[config.mk]
export PLATFORM = sky130hd
export DESIGN_NAME = spi_sram_master
export DESIGN_NICKNAME = d
export VERILOG_FILES = /design/src/rtl/spi_sram_pkg.sv /design/src/rtl/spi_sram_master_sclk_gen.sv /design/src/rtl/spi_sram_master.sv
export SDC_FILE = /design/constraint.sdc
export NUM_CORES = 1
export LEC_CHECK = 0
export ABC_AREA = 0
export BUFFER_PORTS_ARGS = -buffer_cell sky130_fd_sc_hd__buf_2
export CELL_PAD_IN_SITES_DETAIL_PLACEMENT = 0
export CELL_PAD_IN_SITES_GLOBAL_PLACEMENT = 1
export CORE_MARGIN = 2
export CORE_UTILIZATION = 48
export DETAILED_ROUTE_END_ITERATION = 7
export PLACE_DENSITY_LB_ADDON = 0.1
export RECOVER_POWER = 25
export SYNTH_ARGS = -nofsm -noshare
export SYNTH_HDL_FRONTEND = slang
export SYNTH_SLANG_ARGS = --single-unit
[constraint.sdc]
create_clock -name clk -period 5.7 [get_ports clk]
set_input_delay 0.855 -clock clk [delete_from_list [all_inputs] [get_ports clk]]
set_output_delay 0.855 -clock clk [all_outputs]
set_load 0.005 [all_outputs]
[src/rtl/spi_sram_pkg.sv]
// Shared constants, FSM encoding and frame builder for the SPI SRAM master.
// A frame is opcode, 16-bit address, then one data byte, sent MSB first.
package spi_sram_pkg;

  localparam logic [7:0] SPI_CMD_READ       = 8'h03;
  localparam logic [7:0] SPI_CMD_WRITE      = 8'h02;
  localparam int unsigned SPI_FRAME_BITS    = 32;

  typedef enum logic [1:0] {
    StIdle,
    StShift,
    StGap
  } spi_state_e;

  // Read frames carry a zero data byte; the SRAM drives MISO during that byte instead.
  function automatic logic [SPI_FRAME_BITS-1:0] spi_frame(input logic        we,
                                                         input logic [15:0] addr,
                                                         input logic [7:0]  wdata);
    return {(we ? SPI_CMD_WRITE : SPI_CMD_READ), addr, (we ? wdata : 8'h00)};
  endfunction

endpackage

[src/rtl/spi_sram_master_sclk_gen.sv]
// SPI clock divider: registered sclk, idle low, plus strobes flagging the edge on which sclk
// will rise or fall. Disabling it parks sclk low and restarts the low phase.
module spi_sclk_gen #(
  parameter int unsigned CLK_DIV = 1
) (
  input  logic clk,
  input  logic reset,
  input  logic en,
  output logic sclk,
  output logic rise_tick,
  output logic fall_tick
);

  localparam int unsigned CntW = (CLK_DIV > 1) ? $clog2(CLK_DIV) : 1;

  logic [CntW-1:0] cnt_q, cnt_d;
  logic            sclk_q, sclk_d;
  logic            tick;

  assign tick      = en && (cnt_q == CntW'(CLK_DIV - 1));
  assign rise_tick = tick && !sclk_q;
  assign fall_tick = tick && sclk_q;
  assign sclk      = sclk_q;

  always_comb begin
    cnt_d  = cnt_q;
    sclk_d = sclk_q;
    if (!en) begin
      cnt_d  = '0;
      sclk_d = 1'b0;
    end else if (tick) begin
      cnt_d  = '0;
      sclk_d = ~sclk_q;
    end else begin
      cnt_d = cnt_q + 1'b1;
    end
  end

  always_ff @(posedge clk or posedge reset) begin
    if (reset) begin
      cnt_q  <= '0;
      sclk_q <= 1'b0;
    end else begin
      cnt_q  <= cnt_d;
      sclk_q <= sclk_d;
    end
  end

endmodule

[src/rtl/spi_sram_master.sv]
// CPU-side SPI mode-0 master turning single-byte read/write requests into 23LC-style
// SRAM frames (opcode, 16-bit address, data byte).
module spi_sram_master
  import spi_sram_pkg::*;
#(
  parameter int unsigned CLK_DIV = 1,
  parameter int unsigned CS_IDLE = 2
) (
  input  logic        clk,
  input  logic        reset,
  input  logic        req_valid,
  output logic        req_ready,
  input  logic        req_we,
  input  logic [15:0] req_addr,
  input  logic [7:0]  req_wdata,
  output logic        rsp_valid,
  output logic [7:0]  rsp_rdata,
  output logic        spi_cs_n,
  output logic        spi_sclk,
  output logic        spi_mosi,
  input  logic        spi_miso,
  output logic        busy
);

  localparam int unsigned BitW = $clog2(SPI_FRAME_BITS);
  localparam int unsigned GapW = (CS_IDLE > 2) ? $clog2(CS_IDLE) : 1;

  spi_state_e                state_q, state_d;
  logic [SPI_FRAME_BITS-1:0] shreg_q, shreg_d;
  logic [7:0]                rx_q, rx_d;
  logic [BitW-1:0]           bit_q, bit_d;
  logic [GapW-1:0]           gap_q, gap_d;
  logic                      we_q, we_d;
  logic                      cs_n_q, cs_n_d;
  logic                      ready_q, ready_d;
  logic                      rsp_valid_q, rsp_valid_d;
  logic [7:0]                rdata_q, rdata_d;

  logic sclk_en;
  logic rise_tick;
  logic fall_tick;

  // The first SHIFT cycle only drops cs_n; the divider starts once cs_n is low.
  assign sclk_en = (state_q == StShift) && !cs_n_q;

  spi_sclk_gen #(
    .CLK_DIV (CLK_DIV)
  ) u_sclk_gen (
    .clk       (clk),
    .reset     (reset),
    .en        (sclk_en),
    .sclk      (spi_sclk),
    .rise_tick (rise_tick),
    .fall_tick (fall_tick)
  );

  always_comb begin
    state_d     = state_q;
    shreg_d     = shreg_q;
    rx_d        = rx_q;
    bit_d       = bit_q;
    gap_d       = gap_q;
    we_d        = we_q;
    cs_n_d      = cs_n_q;
    rsp_valid_d = 1'b0;
    rdata_d     = rdata_q;
    unique case (state_q)
      StIdle: begin
        if (req_valid && ready_q) begin
          state_d = StShift;
          shreg_d = spi_frame(req_we, req_addr, req_wdata);
          we_d    = req_we;
          bit_d   = '0;
          rx_d    = '0;
        end
      end
      StShift: begin
        if (cs_n_q) begin
          cs_n_d = 1'b0;
        end
        // Only the data byte carries read data; earlier MISO bits are don't-care.
        if (rise_tick && (bit_q >= BitW'(24))) begin
          rx_d = {rx_q[6:0], spi_miso};
        end
        if (fall_tick) begin
          if (bit_q == BitW'(SPI_FRAME_BITS - 1)) begin
            state_d     = (CS_IDLE > 1) ? StGap : StIdle;
            cs_n_d      = 1'b1;
            shreg_d     = '0;
            gap_d       = '0;
            rsp_valid_d = 1'b1;
            if (!we_q) begin
              rdata_d = rx_q;
            end
          end else begin
            shreg_d = {shreg_q[SPI_FRAME_BITS-2:0], 1'b0};
            bit_d   = bit_q + 1'b1;
          end
        end
      end
      StGap: begin
        // cs_n already spent the completion cycle high, so GAP lasts CS_IDLE-1 cycles.
        if (gap_q == GapW'(CS_IDLE - 2)) begin
          state_d = StIdle;
        end else begin
          gap_d = gap_q + 1'b1;
        end
      end
      default: state_d = StIdle;
    endcase
  end

  // Registered so it stays low until the first clock edge after reset release.
  assign ready_d = (state_d == StIdle);

  always_ff @(posedge clk or posedge reset) begin
    if (reset) begin
      state_q     <= StIdle;
      shreg_q     <= '0;
      rx_q        <= '0;
      bit_q       <= '0;
      gap_q       <= '0;
      we_q        <= 1'b0;
      cs_n_q      <= 1'b1;
      ready_q     <= 1'b0;
      rsp_valid_q <= 1'b0;
      rdata_q     <= '0;
    end else begin
      state_q     <= state_d;
      shreg_q     <= shreg_d;
      rx_q        <= rx_d;
      bit_q       <= bit_d;
      gap_q       <= gap_d;
      we_q        <= we_d;
      cs_n_q      <= cs_n_d;
      ready_q     <= ready_d;
      rsp_valid_q <= rsp_valid_d;
      rdata_q     <= rdata_d;
    end
  end

  assign req_ready = ready_q;
  assign busy      = ~ready_q;
  assign rsp_valid = rsp_valid_q;
  assign rsp_rdata = rdata_q;
  assign spi_cs_n  = cs_n_q;
  assign spi_mosi  = shreg_q[SPI_FRAME_BITS-1];

endmodule

==> key figures <==
Synth
  • Synth area leader: dfrtp_1
  • Ys flop type: dfrtp_1
  • Synth cell types: 40
  • Synth Area per Inst: roughly 11 um2
  • Synth Warn #: 0
  • Post-synthesis sequential area ratio: about half
  • Post-Syn Instances: 280
  • Synth top cells by count: dfrtp_1, inv_1, mux2i_1, nor4bb_1, a21oi_1
  • Top cells by area, synth: dfrtp_1, mux2i_1, nor4bb_1
  • Mapped Area: between 0.003 and 0.004 mm2
  • Register bit total from synthesis: 61
  • Most instantiated library cell after synthesis: dfrtp_1
  • EDFF count, synth: 0
  • Yosys top cell area share: between 40% and 50%
  • Synth async-reset ratio: 100%
  • Syn_nets: 312

Clock network
  • Clock Sink Count: 61
  • CTS H-tree lvls: 3
  • Resize count post-CTS: 0
  • Clock Path Buffers: 2
  • Worst skew pair latency: 0.34 ns
  • CTS tree: done
  • Postcts setup bufs: 0
  • Cts bufs inserted: 9
  • CTS Hold Bufs: 0
  • Root Driver: clkbuf_8
  • Clock transition at path regs: ~0.07 ns

Timing
  • Worst-margin pin slew: 3.18 ns
  • Slew Limit Fails: 62
  • Fmax: 284 MHz
  • Crit share post-route: about 60%
  • Final setup violation count: 0
  • Fin crit period: between 3 and 4 ns
  • Worst slew margin: -112%
  • Clock Skew: 0.0147 ns
  • Final Hold Violating Endpoints: 0
  • TNS Setup: 0 ns
  • RSZ-0062 raised after global routing: no

Layout
  • Share of layout cells above drive strength 1: 24.6%
  • P&R area growth vs syn: 14.5%
  • Finished Core Util: roughly 58%
  • Nets: around 350
  • Final Cell Area: 0.00346 mm2
  • Antenna diode count: 0
  • Final std cells w/o fill: 396

Detailed routing
  • Final ANT Viol Nets: 0
  • Vias per cell: 5.41
  • Routed wire per std cell: approximately 15 um
  • Via count: between 2,000 and 2,500
  • # DRC: 0
  • Drt pass-1 iters: 4
  • First DRT Iteration DRCs: between 100 and 150
  • DRT Wirelength: 6020 um

Power
  • Int Power: between 1000 and 1500 uW
  • P_sw: 553 uW
  • Logic pwr share: between 30 and 40%
  • Max VDD drop: 0.000220 V
  • Leak Pwr: about 0.0017 uW
  • Clock power share: approximately a quarter
  • Seq pwr share: 43.5%
  • Net Sw Frac: 34.4%
  • Power per standard cell area: 464 mW/mm2

Setup path
  • Critical path class: in -> async
  • Crit Path Max Fanout: just over 60
  • CP arrival: 3.25 ns
  • Worst path required time: 5.43 ns
  • CP Capture Type: async pin
  • Worst setup SP type: primary input

Die
  • Die Height: between 80 and 90 um
  • DIE AREA: 0.00695 mm2
  • Starting Density: slightly above 50%
  • Die width: about 83 um
  • FP Rows: 28
  • I/O Pins: 43
  • Core area: around 0.006 mm2

Global route
  • Antenna violations before repair: 0
  • Tot GR Track Use: about a fifth
  • First-pass GRT wire length: 10,800 um
  • Largest net degree at the start of global routing: 62
  • Vias in the first global route: between 2,000 and 2,500
  • GRT Residual Overflow: 0

Placement
  • Post-Place Cell Area: 0.00327 mm2
  • Placer Congestion: slightly below 0.8
  • IO Port Bufs: 42
  • Placed insts: 380
  • Post-DP HPWL: 3700 um

Worst hold path
  • Hold Path Class: reg -> reg

Outcome
  • Status: finished, violations left
  • Failing checks: max-capacitance violations, max-slew violations

Flow run
  • # Max-Cap Violations: 1
-- metrics by stage --
step | setup WS [ns] | total power (uW) | hold slack, ns
finish | 2.18 | 1610 | 0.482
global route | 1.40 | 1740 | 0.526
CTS | 2.45 | 1620 | 0.486
detailed placement | 2.46 | 1240 | 0.459
global placement | 2.55 | 1230 | 0.470
floorplan | 3.33 | 1110 | 0.442
-- critical path, stage by stage --
cell	delay, ns
buf_2	0.09
inv_1	0.04
clkbuf_1	2.23
-- worst paths after layout --
kind | start | endpoint | slack (ns) | cells after the start
min in group asynchronous | reset | rsp_rdata[3] | 1.72 | 3
hold reg to reg | shreg_q[0] | shreg_q[0] | 0.48 | 1
setup / recovery | reset | bit_q[1] | 2.18 | 3
setup reg to reg | bit_q[0] | rsp_rdata[0] | 2.44 | 6
max in group clk | bit_q[0] | rsp_rdata[0] | 2.44 | 6
hold / removal | shreg_q[0] | shreg_q[0] | 0.48 | 1
-- sequential cells by signal, summed over array words and instances (netlist names) --
signal	cells
rsp_rdata	8
state_q	2
we_q	1
bit_q	5
u_sclk_gen.cnt_q	1
req_ready	1
u_sclk_gen.sclk	1
rsp_valid	1
spi_cs_n	1
rx_q	8
shreg_q	32
-- area by class of cell --
| type | count | area, um2 |
|---|---|---|
| clock buffers | 9 | 124 |
| clock inverters | 7 | 66.3 |
| fillers | 542 | 2530 |
| inverters | 38 | 143 |
| multi-input cells | 160 | 1270 |
| flip-flops and latches | 61 | 1530 |
| well taps | 75 | 93.8 |
| repair buffers | 46 | 236 |
-- routing by layer --
metal / up-vias / GRT usage, % / share of wire (%)
li1: 1054 / - / -
met1: 1046 / 26.0 / 50
met2: 33 / 29.3 / 45
met3: 11 / 5.17 / 3.4
met4: 0 / 7.30 / 1.3
met5: - / 0 / 0
-- cells in the final DEF, fill, tap and decap left out, types with 3 or more instances in the layout --
master | netlist | layout
o21ai_0 | 6 | 6
mux2_2 | 13 | 13
o211ai_1 | 8 | 8
clkinv_2 | 0 | 4
buf_4 | 0 | 3
nor2_1 | 4 | 4
buf_2 | 5 | 42
nand2_1 | 14 | 14
mux2i_1 | 30 | 30
a31oi_1 | 9 | 9
inv_1 | 37 | 37
clkbuf_8 | 0 | 9
nor3_1 | 5 | 5
a21oi_1 | 18 | 18
nor4bb_1 | 23 | 23
dfrtp_1 | 60 | 60
nand3_1 | 3 | 3
ha_1 | 3 | 3
-- power groups by stage --
| stage | logic, uW | registers [uW] | clock network [uW] |
|---|---|---|---|
| floorplan | 443 | 662 | 0 |
| finish | 532 | 699 | 375 |
| detailed placement | 536 | 706 | 0 |
| global route | 606 | 723 | 405 |
| CTS | 539 | 700 | 383 |
| global placement | 527 | 702 | 0 |
-- cell families (layout without fill, tap and decap cells) --
logic type / count (synthesis) / count (layout) / share of synthesized area, %
AOI/OAI and AO/OA: 49 / 49 / 10.3
xor gates and xnor gates: 1 / 1 / 0.290
adders and majority gates: 3 / 3 / 1.24
buffers and inverters: 59 / 100 / 7.78
DFF: 61 / 61 / 50.6
muxes: 43 / 43 / 14.8
other: 1 / 1 / 0.124
and+or+nand+nor: 63 / 63 / 14.9
No activity file was read; power rests on OpenSTA's default activity.
